<file path="src/rtl/wb_scheduler_pkg.sv">
// Shared parameters for the writeback scheduler slice.
// Defaults describe the 32 x 32-bit register file with four writeback units.
// No logic lives here.
package wb_scheduler_pkg;
  localparam int W_OPR   = 32;
  localparam int W_RADDR = 5;
  localparam int N_REG   = 32;
  localparam int N_REQ   = 4;
endpackage

</file>
<file path="src/rtl/rr_arbiter.sv">
// Round-robin arbiter: one-hot grant to the first requester after the last winner.
// Combinational grant, zero latency; last_grant register updates on granted cycles.
// Requesters not granted simply keep their request asserted.
module rr_arbiter #(
  parameter int N_REQ = 4
) (
  input  logic             clk,
  input  logic             reset,
  input  logic [N_REQ-1:0] req,
  input  logic             advance,
  output logic [N_REQ-1:0] grant
);
  localparam int IW = (N_REQ > 1) ? $clog2(N_REQ) : 1;

  logic [IW-1:0] last_grant;
  logic [IW-1:0] grant_idx;
  logic          found;

  // Search from last_grant+1 (wrapping) and grant the first active requester.
  always_comb begin
    grant     = '0;
    grant_idx = last_grant;
    found     = 1'b0;
    for (int i = 1; i <= N_REQ; i++) begin
      if (!found && req[(int'(last_grant) + i) % N_REQ]) begin
        grant[(int'(last_grant) + i) % N_REQ] = 1'b1;
        grant_idx = IW'((int'(last_grant) + i) % N_REQ);
        found     = 1'b1;
      end
    end
  end

  // Remember the winner; reset points at the top unit so unit 0 goes first.
  always_ff @(posedge clk) begin
    if (reset) begin
      last_grant <= IW'(N_REQ - 1);
    end else if (advance && found) begin
      last_grant <= grant_idx;
    end
  end
endmodule

</file>
<file path="src/rtl/wb_scheduler.sv">
// Writeback scheduler: shares the regfile write port and tracks per-register reservations.
// Grant at cycle t, wb_o/wb_data_o at t+1; issue/hazard are combinational off the scoreboard.
// Issue stalls via issue_ready_o while dst is busy; losing units hold until req_ready_o.
module wb_scheduler #(
  parameter int W_OPR   = wb_scheduler_pkg::W_OPR,
  parameter int W_RADDR = wb_scheduler_pkg::W_RADDR,
  parameter int N_REG   = wb_scheduler_pkg::N_REG,
  parameter int N_REQ   = wb_scheduler_pkg::N_REQ
) (
  input  logic                     clk,
  input  logic                     reset,
  input  logic                     issue_valid_i,
  input  logic [W_RADDR-1:0]       issue_dst_i,
  output logic                     issue_ready_o,
  input  logic [W_RADDR-1:0]       src_a_i,
  input  logic [W_RADDR-1:0]       src_b_i,
  output logic                     hazard_o,
  input  logic [N_REQ-1:0]         req_valid_i,
  input  logic [N_REQ*W_RADDR-1:0] req_addr_i,
  input  logic [N_REQ*W_OPR-1:0]   req_data_i,
  output logic [N_REQ-1:0]         req_ready_o,
  output logic [N_REG-1:0]         w_reserve_o,
  output logic [N_REG-1:0]         wb_o,
  output logic [W_OPR-1:0]         wb_data_o,
  output logic [N_REG-1:0]         busy_o
);
  import wb_scheduler_pkg::*;

  logic [N_REG-1:0]   busy;
  logic [N_REQ-1:0]   grant;
  logic [W_RADDR-1:0] sel_addr;
  logic [W_OPR-1:0]   sel_data;
  logic               stage_vld;
  logic [W_RADDR-1:0] stage_addr;

  assign busy_o = busy;

  rr_arbiter #(.N_REQ(N_REQ)) u_arb (
    .clk     (clk),
    .reset   (reset),
    .req     (req_valid_i),
    .advance (!reset),
    .grant   (grant)
  );

  // Issue accept, reservation strobe and RAW hazard; a writeback landing on dst frees it.
  always_comb begin
    issue_ready_o = !reset && issue_valid_i && (!busy[issue_dst_i] || wb_o[issue_dst_i]);
    w_reserve_o   = '0;
    if (issue_ready_o) w_reserve_o[issue_dst_i] = 1'b1;
    hazard_o      = busy[src_a_i] || busy[src_b_i];
  end

  // Mux out the granted unit's address and data.
  always_comb begin
    req_ready_o = reset ? '0 : grant;
    sel_addr    = '0;
    sel_data    = '0;
    for (int k = 0; k < N_REQ; k++) begin
      if (grant[k]) begin
        sel_addr = req_addr_i[k*W_RADDR +: W_RADDR];
        sel_data = req_data_i[k*W_OPR +: W_OPR];
      end
    end
  end

  // Output stage: capture the winner; data bus keeps its last value when idle.
  always_ff @(posedge clk) begin
    if (reset) begin
      stage_vld  <= 1'b0;
      stage_addr <= '0;
      wb_data_o  <= '0;
    end else begin
      stage_vld <= |req_ready_o;
      if (|req_ready_o) begin
        stage_addr <= sel_addr;
        wb_data_o  <= sel_data;
      end
    end
  end

  // Decode the staged address into the one-cycle writeback strobe; reset drops it.
  always_comb begin
    wb_o = '0;
    if (stage_vld && !reset) wb_o[stage_addr] = 1'b1;
  end

  // Scoreboard: reservation wins over a same-cycle writeback, as in the cell.
  always_ff @(posedge clk) begin
    if (reset) begin
      busy <= '0;
    end else begin
      busy <= (busy & ~wb_o) | w_reserve_o;
    end
  end
endmodule

</file>
<file path="config.mk">
export PLATFORM = sky130hd
export DESIGN_NAME = wb_scheduler
export DESIGN_NICKNAME = d
export VERILOG_FILES = /design/src/rtl/wb_scheduler_pkg.sv /design/src/rtl/rr_arbiter.sv /design/src/rtl/wb_scheduler.sv
export SDC_FILE = /design/constraint.sdc
export NUM_CORES = 1
export LEC_CHECK = 0
export CAP_MARGIN = 20
export CORE_UTILIZATION = 28
export DETAILED_ROUTE_END_ITERATION = 8
export PLACE_DENSITY_LB_ADDON = 0.2
export SLEW_MARGIN = 10
export SYNTH_ARGS = -nofsm -noshare
export SYNTH_HDL_FRONTEND = slang
export SYNTH_HIERARCHICAL = 1
export SYNTH_SLANG_ARGS = --single-unit
export TNS_END_PERCENT = 100
</file>
<file path="constraint.sdc">
create_clock -name clk -period 3.85 [get_ports clk]
set_input_delay 0.77 -clock clk [delete_from_list [all_inputs] [get_ports clk]]
set_output_delay 0.77 -clock clk [all_outputs]
set_load 0.01 [all_outputs]
</file>
# After elaboration in Yosys (flattened, before gate mapping)

Index checks and enable logic that the tools add are counted.
W data, S select, Z words.

Flip-flop bits (word level): 72
Bits of input ports: 170
Output and inout bits: 134
Word-level logic and storage cells: 115

$add $sub $neg: 4
$lt $le $gt $ge: 14
Muxes and demuxes: 55
Bitwise gates (word level): 10
Reductions and logical operators: 27

Operators with widths:

| operator              | number |
|---|---|
| $mux W32              | 6 |
| $and A32 B32 Y32      | 1 |
| $not A32 Y32          | 1 |
| $or A32 B32 Y32       | 1 |
| $lt A5 B6 Y1 const B  | 4 |
| $mux W1               | 22 |
| $bmux W1 S5           | 4 |
| $mux W4               | 5 |
| $mux W5               | 4 |
| $lt A3 B4 Y1 const B  | 4 |
| $logic_and A1 B1 Y1   | 13 |
| $ge A3 B1 Y1 const B  | 4 |
| $or A4 B4 Y4          | 3 |
| $demux W1 S5          | 2 |
| $ge A5 B1 Y1 const B  | 2 |
| $bmux W1 S2           | 4 |
| $demux W1 S2          | 4 |
| $mux W2               | 4 |
| $reduce_or A2 Y1      | 4 |
| $logic_not A1 Y1      | 5 |
| $add A2 B1 Y2 const B | 2 |
| $add A2 B2 Y2 const B | 2 |
| $and A1 B1 Y1 const A | 4 |
| $reduce_bool A4 Y1    | 1 |
| 3 further kinds       | 4 |

# Logic depth before layout (Yosys ltp)

Gate-level depths: netlist of run 1.

Depth after elaboration: 20
Depth in mapped cells: 14

# Modules after synthesis

The synthesis of run 1 kept the hierarchy.

By module, submodules not included:

| module       | instances | cells an instance | area each (um^2) | seq. area each (um^2) |
|---|---|---|---|---|
| wb_scheduler | 1         | 626               | 4914.7           | 1401.3 |
| rr_arbiter   | 1         | 57                | 516.7            | 40.0 |

# Least setup slack after synthesis of run 1

OpenSTA, ideal clock, no wires.

Path type: register -> register
Start point: register u_arb.last_grant[0]
End point: register wb_data_o[0]
Setup time: 128 ps
Arrival time: 3357 ps
Required time: 3722 ps
Setup slack: 365 ps
Stages on the path, launching flop included: 14
Buffers on the path: 3
Period minus slack after synthesis: 3485 ps
Path through: dfxtp_1 buf_6 inv_1 ha_1 mux4_1 nor2b_1 a22oi_1 o211ai_1 nor2b_1 or4_1 buf_2 clkbuf_1 o21ai_0 nor2_1

Elaborated cells on any way between the ends: 66
Classes of those cells: 4 x add/sub; 8 x order compare; 32 x mux; 7 x bitwise; 15 x reduce/logical

RTL lines:

| what                                                                 | line                               | RTL |
|---|---|---|
| start, declared                                                      | rr_arbiter.sv:15                   | `logic [IW-1:0] last_grant;` |
| start signal, assigned                                               | rr_arbiter.sv:36                   | `last_grant <= IW'(N_REQ - 1);` |
| start signal, assigned                                               | rr_arbiter.sv:38                   | `last_grant <= grant_idx;` |
| $add A2 B1 Y2                                                        | rr_arbiter.sv:25, rr_arbiter.sv:26 |  |
| $reduce_or A2 Y1 (no line) or $bmux W1 S2 (tied branches)            | -                                  |  |
| $and A1 B1 Y1 (no line) or $mux W1 (tied branches)                   | -                                  |  |
| $lt A3 B4 Y1 (not written as such), or another cell as far along     | rr_arbiter.sv:26                   | `grant[(int'(last_grant) + i) % N_REQ] = 1'b1;` |
| $logic_and A1 B1 Y1 (not written as such) or $mux W1 (tied branches) | rr_arbiter.sv:26, rr_arbiter.sv:25 |  |
| $mux W1 (not written as such) or $logic_not A1 Y1 (tied branches)    | rr_arbiter.sv:26, rr_arbiter.sv:25 |  |
| $demux W1 S2 or $logic_and A1 B1 Y1 (tied branches)                  | -                                  |  |
| $mux W4 or $mux W1 (tied branches)                                   | rr_arbiter.sv:25                   | `if (!found && req[(int'(last_grant) + i) % N_REQ]) begin` |
| (+2 left out)                                                        | -                                  |  |
| $or A4 B4 Y4 (no line) or $mux W1 (tied branches)                    | -                                  |  |
| $mux W4 or $logic_not A1 Y1 (tied branches)                          | rr_arbiter.sv:25                   |  |
| $or A4 B4 Y4 (no line) or $logic_and A1 B1 Y1 (tied branches)        | -                                  |  |
| $mux W4 (*)                                                          | rr_arbiter.sv:25                   |  |
| net grant[2]                                                         | wb_scheduler.sv:30                 | `logic [N_REQ-1:0] grant;` |
| $mux W4 (*)                                                          | wb_scheduler.sv:56                 | `req_ready_o = reset ? '0 : grant;` |
| net req_ready_o[2]                                                   | wb_scheduler.sv:21                 | `output logic [N_REQ-1:0] req_ready_o,` |
| $reduce_or A4 Y1 (*)                                                 | wb_scheduler.sv:75                 | `if (\|req_ready_o) begin` |
| end signal, assigned                                                 | wb_scheduler.sv:77                 | `wb_data_o <= sel_data;` |
| end, declared                                                        | wb_scheduler.sv:24                 | `output logic [W_OPR-1:0] wb_data_o,` |

Mark *: on every way through the listed nets, which the timed path passes. The rest lies on a longest branch. The select of a mux whose other input is x is not followed.
A chain may end at the register's enable or synchronous reset.

# Final worst setup path of run 1

Start point: input req_valid_i[0]
End point: output req_ready_o[1]

Word-level cells in the longest chain between the ends: 14
Elaborated cells on any way between the ends: 29
Classes of those cells: 20 x mux; 3 x bitwise; 6 x reduce/logical

RTL lines:

| what                                        | line               | RTL |
|---|---|---|
| start, declared                             | wb_scheduler.sv:18 | `input logic [N_REQ-1:0] req_valid_i,` |
| $bmux W1 S2                                 | rr_arbiter.sv:25   |  |
| $mux W1 (not written as such) (2 in series) | rr_arbiter.sv:25   |  |
| $mux W1                                     | rr_arbiter.sv:25   |  |
| $logic_not A1 Y1                            | rr_arbiter.sv:25   |  |
| $logic_and A1 B1 Y1                         | rr_arbiter.sv:25   |  |
| $mux W1                                     | rr_arbiter.sv:25   |  |
| $logic_not A1 Y1                            | rr_arbiter.sv:25   |  |
| $logic_and A1 B1 Y1                         | rr_arbiter.sv:25   |  |
| $mux W1                                     | rr_arbiter.sv:25   |  |
| $logic_not A1 Y1                            | rr_arbiter.sv:25   |  |
| $logic_and A1 B1 Y1                         | rr_arbiter.sv:25   |  |
| $mux W4 (*)                                 | rr_arbiter.sv:25   |  |
| net grant[1]                                | wb_scheduler.sv:30 |  |
| $mux W4 (*)                                 | wb_scheduler.sv:56 |  |
| end, declared                               | wb_scheduler.sv:21 |  |

Marked as above.

==> results.sh, run 1 <==
export IMPL_ys_flop_type="dfxtp_1"
export IMPL_pwr_density_cell_mw_per_mm2=588.5
export IMPL_fp_row_count=50
export IMPL_die_h_um=141.3
export IMPL_synth_distinct_cells=51
export IMPL_min_period_over_period_pct=97.69
export IMPL_pwr_share_seq_pct=18.3
export IMPL_vias_per_cell=5.238
export IMPL_highest_layer="met4"
export IMPL_nets=1180
export IMPL_clock_latency_ns=0.35
export IMPL_synth_edf_count=0
export IMPL_crit_type="in2out"
export IMPL_detail_route_antenna_nets=0
export IMPL_fmax_ghz=0.2659
export IMPL_first_pass_iters=6
export IMPL_power_share_clock_pct=17.9
export IMPL_numPortBuffers=303
export IMPL_syn_to_final_growth_pct=74.36
export IMPL_cts_tree="yes"
export IMPL_dp_cells=1249
export IMPL_synthArstFlopShare_pct=0
export IMPL_clkTransAtPathRegs_ns=0.06
export IMPL_min_period_ns=3.761
export IMPL_fillers=1822
export IMPL_synthTopCellsByArea="dfxtp_1 27%, mux4_2 9.1%, nor2_1 7.5%"
export IMPL_slew_headroom_pct=50.46
export IMPL_coreArea_mm2=0.01883
export IMPL_yosys_warnings=6
export IMPL_grt_pass1_wl_mm=36.18
export IMPL_slowest_delay_ns=0.67
export IMPL_dieArea_mm2=0.01996
export IMPL_hold_worst_slack_ns=0.4960
export IMPL_cp_max_fo=8
export IMPL_p_int_uw=3228
export IMPL_drc=0
export IMPL_layout_drive_gt1_share_pct=13.31
export IMPL_syn_nets=861
export IMPL_synth_commonest_cells="108 x nor2_1, 72 x dfxtp_1, 51 x clkbuf_1"
export IMPL_yosys_register_bits=72
export IMPL_met1_length_mm=9.474
export IMPL_worst_pin_slew_ns=0.7430
export IMPL_finalPower_uw=5574
export IMPL_grt_pass1_vias=6298
export IMPL_required_ns=3.08
export IMPL_hold_viol=0
export IMPL_avgSynthCellArea_um2=7.952
export IMPL_wl_met3_mm=1.705
export IMPL_drt_iter0_markers=377
export IMPL_p_leak_uw=0.003475
export IMPL_io_pins=304
export IMPL_cp_slowest_cell="mux4_1"
export IMPL_numCtsBuffers=9
export IMPL_diodes=0
export IMPL_setup_violations_final=0
export IMPL_start_kind="primary input"
export IMPL_antenna_found_initial=0
export IMPL_wl_per_cell_um=18.80
export IMPL_crit_arrival_ns=2.99
export IMPL_synthCells=683
export IMPL_max_vdd_ir_drop_mv=0.4436
export IMPL_drv_slew=0
export IMPL_grt_max_degree=75
export IMPL_status="finished, final reports clean"
export IMPL_final_util_pct=50.29
export IMPL_dp_hpwl_mm=18.28
export IMPL_switching_share_pct=42.08
export IMPL_vias=6636
export IMPL_clockBufferDepth=2
export IMPL_cp_end_kind="primary output"
export IMPL_routed_wl_mm=23.82
export IMPL_grt_total_usage_pct=23.60
export IMPL_die_x_um=141.3
export IMPL_final_cells=1267
export IMPL_crit_chain="clkdlybuf4s50_1, buf_4, mux4_1, buf_4, nand2_1, o211ai_1, nor2b_2, dlygate4sd2_1"
export IMPL_pwr_share_comb_pct=63.8
export IMPL_cp_common_cell="buf_4"
export IMPL_grt_overflow=0
export IMPL_skew_ns=0.01021
export IMPL_finalWeightedCongestion=0.8936
export IMPL_synth_top_area_share_pct=26.54
export IMPL_min_path_type="reg2reg"
export IMPL_start_util_pct=28.84
export IMPL_routed_wl_met2_mm=12.30
export IMPL_synth_top_area_cell="dfxtp_1"
export IMPL_p_switching_uw=2345
export IMPL_synth_cell_area_mm2=0.005431
export IMPL_htree_levels=3
export IMPL_yosysSeqAreaShare_pct=26.54
export IMPL_rsz0062_at_grt="no"
export IMPL_cap_viol_max_count=0
export IMPL_root_buffer="clkbuf_16"
export IMPL_yosysMostFrequentCell="nor2_1"
export IMPL_clock_sinks=72
## power groups by stage
stage | logic [uW] | clock network (uW) | registers (uW)
floorplan | 2210 | 0 | 1060
global placement | 3560 | 0 | 1030
detailed placement | 3570 | 0 | 1040
CTS | 3590 | 1020 | 1020
global route | 3980 | 1050 | 1040
finish | 3560 | 996 | 1020
## registers in the layout, indices dropped and copies added (netlist names)
signal and cells:
wb_data_o 32, u_arb/last_grant 2, stage_vld 1, busy_o 32, stage_addr 5
## what timing repair did
action,CTS,global route
pin swaps,1,3
buffers inserted,2,0
setup endpoints to repair,38,40
resized for setup,23,20
hold buffers,0,0
## through the flow
step	setup TNS, ns	cell area, um^2	setup WS (ns)
6_report	0	9470	0.08882
3_3_place_gp	-14.37	9074	-0.3273
3_5_place_dp	-14.40	9074	-0.3777
2_1_floorplan	0	5431	0.3654
5_1_grt	0	9470	0.01274
4_1_cts	0	9455	0.01200
## final cells by class
class	instances	area, um^2	area share [%]
Multi-Input combinational cell	515	3615	38.17
Tap cell	260	325.3	3.435
Timing Repair Buffer	378	3645	38.49
Inverter	26	97.59	1.031
Sequential cell	72	1441	15.22
Clock buffer	11	242.7	2.563
Clock inverter	5	103.9	1.097
## layer usage
metal  track usage, %  vias to the layer above
met3            4.657                       23
met5                0                        -
li1                 -                     3191
met4            7.437                        0
met1            28.28                     3138
met2            42.24                      284
## cell usage in the layout, fill, tap and decap left out, types with 3 or more instances in the layout
master and n:
buf_4 68, clkbuf_2 3, buf_12 5, ha_1 8
or3_1 5, o21ai_0 14, nand3_1 14, dlygate4sd2_1 8
a221oi_1 36, o31ai_1 4, nand2_1 31, nor2b_1 43
dlymetal6s2s_1 4, xnor2_1 4, mux2i_1 15, o32ai_1 21
bufinv_16 3, a21oi_1 42, mux4_2 23, o22ai_1 4
nand3b_1 9, dfxtp_1 72, clkbuf_16 9, nor3_1 40
a211oi_1 35, o211ai_1 16, clkdlybuf4s50_1 286, nor2b_2 3
inv_1 26, nor2_1 108, a22oi_1 3
## path summary, 6_finish.rpt
path                       startpoint  depth (start not counted)  slack, ns             end
setup / recovery       req_valid_i[0]                          8       0.09  req_ready_o[1]
hold / removal          wb_data_o[20]                          2       0.50   wb_data_o[20]
setup reg to reg  u_arb/last_grant[0]                         11       0.48   wb_data_o[23]
hold reg to reg         wb_data_o[20]                          2       0.50   wb_data_o[20]
## logic make-up (layout without fill, tap and decap cells)
group           count (synthesis)  count (layout)  share of synthesized area, %
compound gates                188             188                         24.95
xor+xnor                        5               5                        0.8062
fa+ha+maj                       8               8                         1.843
buf+inv                        96             420                         7.809
flops                          72              72                         26.54
mux                            42              42                         13.75
simple gates                  272             272                         24.30
## worst max-delay path: cells and delay by family
kind | cells | cell delay [ns]
buf+inv | 4 | 1.17
mux | 1 | 0.67
simple gates | 2 | 0.27
compound gates | 1 | 0.13
No activity file was read; power rests on OpenSTA's default activity.
==> run 2, diff against run 1 <==
--- a/config.mk
+++ b/config.mk
@@ -6,9 +6,11 @@
 export NUM_CORES = 1
 export LEC_CHECK = 0
 export CAP_MARGIN = 20
+export CORE_ASPECT_RATIO = 0.75
 export CORE_UTILIZATION = 28
 export DETAILED_ROUTE_END_ITERATION = 8
 export PLACE_DENSITY_LB_ADDON = 0.2
+export SETUP_SLACK_MARGIN = 0.05
 export SLEW_MARGIN = 10
 export SYNTH_ARGS = -nofsm -noshare
 export SYNTH_HDL_FRONTEND = slang
==> results.sh, run 2 (same netlist as run 1, synthesis figures left out) <==
export IMPL_r2r_slack_ns=0.36
export IMPL_crit_arrival_ns=2.96
export IMPL_numCtsBuffers=9
export IMPL_drt_iter0_markers=505
export IMPL_clock_latency_ns=0.34
export IMPL_final_common_cell="clkdlybuf4s50_1"
export IMPL_wl_per_cell_um=19.32
export IMPL_whs_endpoint="wb_data_o[1]"
export IMPL_setup_violations_final=0
export IMPL_grt_overflow=0
export IMPL_gr_usage_met3_pct=8.246
export IMPL_cp_end_kind="primary output"
export IMPL_skew_ns=0.005917
export IMPL_vias_per_cell=5.292
export IMPL_reg2reg_to="wb_data_o[0]"
export IMPL_min_period_ns=3.735
export IMPL_grt_total_usage_pct=24.11
export IMPL_final_util_pct=50.53
export IMPL_r2r_cells=12
export IMPL_nets=1178
export IMPL_rsz0062_at_grt="yes"
export IMPL_drv_slew=0
export IMPL_whs_path_depth=2
export IMPL_htree_levels=3
export IMPL_syn_to_final_growth_pct=74.18
export IMPL_vias=6626
export IMPL_start_kind="primary input"
export IMPL_fillers=1812
export IMPL_pwr_density_cell_mw_per_mm2=571.0
export IMPL_cts_tree="yes"
export IMPL_hold_start="wb_data_o[1]"
export IMPL_grt_max_degree=76
export IMPL_numPortBuffers=303
export IMPL_grt_pass1_wl_mm=36.51
export IMPL_worst_pin_slew_ns=0.7581
export IMPL_clock_sinks=72
export IMPL_grtUsageMet1_pct=32.79
export IMPL_min_path_type="reg2reg"
export IMPL_rr_startpoint="u_arb/last_grant[1]"
export IMPL_clockBufferDepth=2
export IMPL_detail_route_antenna_nets=0
export IMPL_crit_type="in2out"
export IMPL_min_period_over_period_pct=97.01
export IMPL_grt_busiest_layer="met2"
export IMPL_drc=0
export IMPL_use_met2_pct=35.48
export IMPL_postCtsHoldBufs=0
export IMPL_hold_viol=0
export IMPL_dieArea_mm2=0.01996
export IMPL_routed_wl_mm=24.19
export IMPL_root_buffer="clkbuf_16"
export IMPL_die_x_um=162.8
export IMPL_diodes=0
export IMPL_cap_viol_max_count=0
export IMPL_die_h_um=122.6
export IMPL_io_pins=304
export IMPL_start_util_pct=29.01
export IMPL_clkTransAtPathRegs_ns=0.06
export IMPL_p_leak_uw=0.003430
export IMPL_required_ns=3.08
export IMPL_grt_pass1_vias=6387
export IMPL_status="finished, final reports clean"
export IMPL_finalWeightedCongestion=0.9452
export IMPL_max_vdd_ir_drop_mv=0.5822
export IMPL_coreArea_mm2=0.01872
export IMPL_setup_tns_final_ns=0
export IMPL_layout_drive_gt1_share_pct=13.33
export IMPL_dp_hpwl_mm=18.54
export IMPL_layout_common_cells="286 x clkdlybuf4s50_1, 108 x nor2_1, 72 x dfxtp_1, 59 x buf_4, 43 x nor2b_1"
export IMPL_fmax_ghz=0.2678
export IMPL_fp_row_count=43
export IMPL_antenna_found_initial=0
export IMPL_cp_max_fo=6
export IMPL_first_pass_iters=5
export IMPL_slew_headroom_pct=49.46
## run 2: final cells by class
type                       count  area [um^2]  area share [%]
timing repair buffer         376         3701           39.12
clock inverter                 7        47.55          0.5026
tap                          247        309.0           3.267
multi-input combinational    515         3638           38.46
sequential                    72         1441           15.24
clock buffer                   9        225.2           2.381
inverter                      26        97.59           1.032
## run 2: report_power, final
part | total [uW] | switching (uW) | internal (uW)
Combinational | 3620 | 1940 | 1680
Clock | 789 | 353 | 436
Sequential | 998 | 88.0 | 910
## run 2: timing repair
item                       in CTS  in global routing
cloned                          0                  1
setup endpoints to repair      38                 43
pin swaps                       2                  4
gates resized for setup        23                 26
setup buffers                   1                  2
## run 2: stage by stage
step	hold WS, ns	instance area, um^2	power, uW	std cells	setup slack (ns)
floorplan	0.5202	5431	3268	683	0.3654
global placement	0.4878	9077	4571	1232	-0.3733
detailed placement	0.4907	9077	4568	1232	-0.4579
CTS	0.4982	9364	5394	1249	0.05288
global route	0.5212	9460	5893	1252	-0.007429
finish	0.4949	9460	5402	1252	0.1153
## run 2: how the worst max path moves through the flow
| stage | from | to | cells past startpoint |
|---|---|---|---|
| 5_1_grt | issue_dst_i[4] | w_reserve_o[2] | 9 |
| 2_1_floorplan | u_arb/last_grant[0] | wb_data_o[0] | 13 |
| 3_3_place_gp | issue_dst_i[0] | w_reserve_o[5] | 7 |
| 4_1_cts | issue_dst_i[1] | w_reserve_o[29] | 7 |
| 6_report | issue_dst_i[4] | w_reserve_o[2] | 9 |
| 3_5_place_dp | issue_dst_i[0] | w_reserve_o[7] | 10 |
## run 2: metal layers
metal	vias to the layer above	wire, um
li1	3177	-
met1	3091	10800
met2	313	10480
met3	45	2389
met4	0	523
met5	-	0
## run 2: worst max-delay path, stage by stage
cell and delay [ns]:
clkdlybuf4s15_1 0.25, buf_4 0.20, nor2b_1 0.15, and2_1 0.19
a21oi_2 0.13, a31oi_1 0.11, o32a_4 0.26, nor3_1 0.31
clkdlybuf4s50_1 0.60
==> RTL change 1 (config.mk and constraints of run 1) <==
`N_REQ` is set to 4 in 2 places; all go to 8.
--- a/src/rtl/wb_scheduler_pkg.sv
+++ b/src/rtl/wb_scheduler_pkg.sv
@@ -6,5 +6,5 @@
   localparam int W_RADDR = 5;
   localparam int N_REG   = 32;
-  localparam int N_REQ   = 4;
+  localparam int N_REQ   = 8;
 endpackage
 
--- a/src/rtl/rr_arbiter.sv
+++ b/src/rtl/rr_arbiter.sv
@@ -3,5 +3,5 @@
 // Requesters not granted simply keep their request asserted.
 module rr_arbiter #(
-  parameter int N_REQ = 4
+  parameter int N_REQ = 8
 ) (
   input  logic             clk,
Ports: changed (resized req_addr_i, req_data_i, req_ready_o and req_valid_i); port bits go from 304 to 460. The function was not compared with the original's and may differ.
==> RTL change 1 against run 1 <==
The run now ends with negative setup slack left; worst setup slack got worse by 670 ps; cell area increased by 70%; routed wire length increased by 100%; sequential cell count increased by 1; total power increased by 150%; die area increased by 56%; non-clock buffer count increased by 299; clock skew decreased by 1.7 ps; synthesized area increased by 57%; critical endpoint is now wb_data_o[24]$_SDFFE_PP0P_; largest cell class unchanged.
==> RTL change 1: results (changes against run 1) <==
metric,value,unit,change
first-pass GRT wire length,67.47,mm,+86%
port bufs,459,,+51%
P_leak,6.521,nW,+88%
GR Util All Layers,28.67,%,+5.1 points
outcome,"complete, but fails checks",,
hold path endpoint,wb_data_o[23]$_SDFFE_PP0P_,,
R2R depth,17,,+6
ranking of synthesized cells by area,"dfxtp_1 17%, a221o_1 13%, a21oi_1 9.0%",,
R2R Path End,wb_data_o[24]$_SDFFE_PP0P_,,
drt via density,5.592,,+6.8%
most common library cells after synthesis,"153 x a21oi_1, 120 x inv_1, 110 x a221o_1",,
setup violators final,45,,+45
largest net degree at the start of global routing,49,,-35%
Max rail drop VDD,501.7,uV,+13%
Worst Path Max Fanout,5,,-3
gp weighted congestion,0.9602,,+7.5%
crit path launch,u_arb/last_grant[1]$_SDFFE_PP1P_,,
post-synthesis cell type count,61,,+20%
"Seq/Total Area, Yosys",17.17,%,-9.4 points
initial antenna violation count,3,,+3
Detailed Route Iter0 Violations,946,,+150%
violated checks,negative setup slack,,
Arrival @ worst endpoint,4680,ps,+1690 ps
Inst Count DP,2049,,+64%
Slew HR,56.23,%,+5.8 points
Vias,11830,,+78%
HP Start,wb_data_o[23]$_SDFFE_PP0P_,,
Mapped Cells,1152,,+69%
net count after synthesis,1480,,+72%
Setup Skew,8.491,ps,-1.722 ps
share of post-route cells with drive strength above 1,21.43,%,+8.1 points
Final WS setup,-577.0,ps,-665.8 ps
Routed WL,47.61,mm,+100%
-- RTL change 1: timing repair --
action / 4_1_cts / 5_1_grt
cloned: 2 / 5
setup endpoints to repair: 80 / 68
setup buffers: 20 / 22
gates resized for setup: 136 / 54
pin swaps: 27 / 26
hold buffers: 0 / 0
-- RTL change 1: report_power, final --
group / switching [mW] / internal, mW
registers: 0.121 / 0.935
clock network: 0.384 / 0.502
logic: 5.74 / 6.14
total: 6.24 / 7.58
-- RTL change 1: critical path, cell delays in order, from the launching register on --
cell and delay (ps):
dfxtp_4 360, clkinvlp_4 150, ha_4 360, mux4_2 560, mux2i_4 210, buf_4 140, nand4_1 120, o31ai_4 310
mux2i_4 150, mux2i_4 220, buf_12 150, buf_8 120, buf_4 110, nand3b_1 140, a221o_1 340, a221o_1 340
a221o_1 310, a311oi_1 250
-- RTL change 1: final cells by class --
| cell class | count | area (um^2) |
|---|---|---|
| tap | 390 | 488.0 |
| fill | 2794 | 13730 |
| antenna | 3 | 7.507 |
| clock inverter | 7 | 70.07 |
| sequential | 73 | 1466 |
| timing repair buffer | 677 | 6817 |
| inverter | 122 | 461.7 |
| multi-input combinational | 834 | 6530 |
| clock buffer | 9 | 225.2 |
-- RTL change 1: cells by family after synthesis --
logic type	share of synthesized area, %
AO/OA/AOI/OAI	32.34
flip-flops	17.17
AND/OR/NAND/NOR	22.91
adder cells (fa/ha/maj)	0.8821
XOR/XNOR	1.147
multiplexers	13.55
buffers and inverters	12.00
-- RTL change 1: per-stage QoR --
stage	power [mW]	area [um^2]	util, %	setup slack, ps	hold WS [ps]
after floorplan	7.410	8652	-	-347.3	518.4
after global placement	11.20	14850	49.83	-1211	486.7
after detailed placement	11.22	14850	49.83	-1162	492.4
after CTS	12.80	15550	52.19	-502.8	501.3
after global routing	14.66	16060	53.91	-691.8	519.7
final	13.82	16070	53.92	-577.0	503.1
-- RTL change 1: metal layers --
layer	global-route usage (%)	vias up	wire [um]
li1	-	5444	-
met1	36.80	5710	19710
met2	48.67	591	23260
met3	4.393	83	3206
met4	9.770	0	1425
met5	0	-	0
-- RTL change 1: worst max path at each step --
stage | slack (ps) | cells after the start | endpoint
floorplan | -350 | 18 | wb_data_o[28]$_SDFFE_PP0P_
global placement | -1210 | 15 | wb_data_o[24]$_SDFFE_PP0P_
detailed placement | -1160 | 15 | wb_data_o[9]$_SDFFE_PP0P_
CTS | -500 | 16 | wb_data_o[24]$_SDFFE_PP0P_
global route | -690 | 17 | wb_data_o[26]$_SDFFE_PP0P_
finish | -580 | 17 | wb_data_o[24]$_SDFFE_PP0P_
==> RTL change 2 (settings of run 1) <==
Made on the original files. Make the reset (`reset`) asynchronous in 3 clocked blocks.
--- a/src/rtl/rr_arbiter.sv
+++ b/src/rtl/rr_arbiter.sv
@@ -32,5 +32,5 @@
 
   // Remember the winner; reset points at the top unit so unit 0 goes first.
-  always_ff @(posedge clk) begin
+  always_ff @(posedge clk or posedge reset) begin
     if (reset) begin
       last_grant <= IW'(N_REQ - 1);
--- a/src/rtl/wb_scheduler.sv
+++ b/src/rtl/wb_scheduler.sv
@@ -66,5 +66,5 @@
 
   // Output stage: capture the winner; data bus keeps its last value when idle.
-  always_ff @(posedge clk) begin
+  always_ff @(posedge clk or posedge reset) begin
     if (reset) begin
       stage_vld  <= 1'b0;
@@ -87,5 +87,5 @@
 
   // Scoreboard: reservation wins over a same-cycle writeback, as in the cell.
-  always_ff @(posedge clk) begin
+  always_ff @(posedge clk or posedge reset) begin
     if (reset) begin
       busy <= '0;
Check against the original RTL: differs if reset is asserted again (counterexample within 4 cycles, from zero or initial values and one cycle with reset high); with reset held inactive, the same outputs for 4 cycles.
==> RTL change 2 against run 1 <==
Worst setup slack got worse by 39 ps; sequential cell count did not move; routed wire length rose by 19%; combinational power rose by 82%; cell area rose by 16%; non-clock buffer count rose by 69; total power rose by 61%; synthesized area rose by 16%; register-to-register slack got worse by 300 ps; critical endpoint is now w_reserve_o[2]; largest cell class is now multi-input gates; highest routed layer is now met5.
==> RTL change 2: results (changes against run 1) <==
metric,value,unit,change
outcome,"complete, no violations",,
switching share of power,45.32,%,+3.2 points
Clock Latency Late Sink,340,ps,
"Clk pin slew, worst setup/hold paths",60,ps,about the same
drt pass-1 iters,6,,unchanged
gp weighted congestion,0.9499,,+6.3%
reg2reg start,u_arb/last_grant[0]$_DFFE_PP1P_,,
Final #Nets,1305,,+11%
hold path endpoint,wb_data_o[4]$_DFFE_PP0P_,,
met3 usage,4.621,%,-0.037 points
net count after synthesis,930,,+8.0%
HP Start,wb_data_o[4]$_DFFE_PP0P_,,
minimum clock period,3800,ps,+39.09 ps
post-DP HPWL,21.84,mm,+20%
"Slowest-stage cell, CP",a2111oi_4,,
largest net degree at the start of global routing,75,,unchanged
Arrival @ worst endpoint,3030,ps,+40 ps
port bufs,303,,unchanged
Max rail drop VDD,482.6,uV,+8.8%
P_leak,4.410,nW,+27%
number of fill cells,2161,,+19%
met1 usage,28.68,%,+0.39 points
FF-to-FF setup slack,180,ps,-300 ps
"Primary FF master, synth",dfrtp_1,,
GR Util All Layers,24.17,%,+0.56 points
worst hold margin,476.1,ps,-19.82 ps
ranking of synthesized cells by area,"dfrtp_1 28%, mux4_2 9.0%, nor2b_1 7.2%",,
Routed WL,28.34,mm,+19%
most common library cells after synthesis,"80 x nand2_1, 72 x nor2b_1, 70 x dfrtp_1",,
Max Slew Vio Count,0,,unchanged
R2R depth,15,,+4
root cell of the clock tree,clkbuf_16,,
GR Util met2,41.90,%,-0.33 points
Post-Place Worst Slack,-581.4,ps,-203.7 ps
share of post-route cells with drive strength above 1,19.89,%,+6.6 points
Worst Path Max Fanout,6,,-2
initial antenna violation count,3,,+3
CP max stage delay,420,ps,-250 ps
R2R Path End,stage_addr[2]$_DFFE_PP0P_,,
post-synthesis cell type count,59,,+16%
"Seq/Total Area, Yosys",28.71,%,+2.2 points
Vias,7578,,+14%
Slew HR,50.93,%,+0.46 points
first-pass GRT wire length,43.27,mm,+20%
Synth async-reset ratio,100.0,%,+100 points
Detailed Route Iter0 Violations,422,,+12%
Setup Skew,9.799,ps,-0.4143 ps
RTL change 2: cell types whose count changed after synthesis, moves of 32 or more:
cell,run 1,this run
o21ai_0,14,47
nor2_1,108,45
nand2_1,31,80
dfxtp_1,72,0
a41oi_1,0,32
dfrtp_1,0,70
a211oi_1,35,0
RTL change 2: cells by family after synthesis:
logic type,Yosys count,synth area share [%]
AND/OR/NAND/NOR,284,23.12
AO/OA/AOI/OAI,245,26.15
buffers and inverters,90,6.412
flip-flops,72,28.71
multiplexers,49,13.46
adder cells (fa/ha/maj),8,1.593
XOR/XNOR,4,0.5576
RTL change 2: worst reg2reg max path: stages, from the launching register on:
cell and delay [ps]:
dfstp_2 530, inv_1 50, ha_1 310, mux4_2 520, buf_4 160, a31o_1 170
a221oi_1 220, o2bb2ai_1 190, buf_4 170, nor2b_2 180, buf_4 180, buf_4 150
a221oi_1 390, nor3_1 90, a21oi_1 160, o21ai_0 90
RTL change 2: area by class of cell:
type	count	area, um^2	share of cell area, %
multi-input cells	590	4250	38.74
well taps	280	350.3	3.193
repair buffers	447	4210	38.38
clock buffers	10	239.0	2.178
flip-flops and latches	72	1804	16.45
diodes	2	5.005	0.04562
inverters	7	30.03	0.2737
clock inverters	5	81.33	0.7413
RTL change 2: how the worst max path moves through the flow:
stage | to | startpoint | slack (ps)
floorplan | wb_data_o[10]$_DFFE_PP0P_ | u_arb/last_grant[0]$_DFFE_PP1P_ | 80
global placement | w_reserve_o[2] | issue_dst_i[1] | -590
detailed placement | w_reserve_o[2] | issue_dst_i[1] | -580
CTS | w_reserve_o[21] | issue_dst_i[3] | 5
global route | stage_addr[2]$_DFFE_PP0P_ | u_arb/last_grant[0]$_DFFE_PP1P_ | -20
finish | w_reserve_o[2] | issue_dst_i[3] | 50
RTL change 2: power by group through the flow:
stage,combinational [mW],clock [mW],sequential [mW]
after floorplan,3.63,0,1.53
after global placement,6.31,0,1.54
after detailed placement,6.39,0,1.55
after CTS,6.46,0.951,1.54
after global routing,7.12,0.975,1.59
final,6.48,0.928,1.55
RTL change 2: through the flow:
stage | std cells | cell area (um^2) | TNS, ps | utilization (%) | power (mW)
floorplan | 752 | 6296 | 0 | - | 5.164
global placement | 1378 | 10420 | -16270 | 47.60 | 7.854
detailed placement | 1378 | 10420 | -19100 | 47.60 | 7.938
CTS | 1406 | 10840 | 0 | 49.51 | 8.956
global route | 1413 | 10970 | -39.97 | 50.11 | 9.686
finish | 1413 | 10970 | 0 | 50.11 | 8.954
RTL change 2: repair_timing:
item,in CTS,in global routing
setup buffers,11,4
pin swaps,2,3
setup endpoints to repair,39,22
cloned,2,1
gates resized for setup,72,21
RTL change 2: metal layers:
metal  part of all wire (%)  vias to the layer above
met3                    6.9                       72
met2                     49                      352
met1                     40                     3574
met5                  0.046                        -
met4                    4.4                        2
li1                       -                     3578
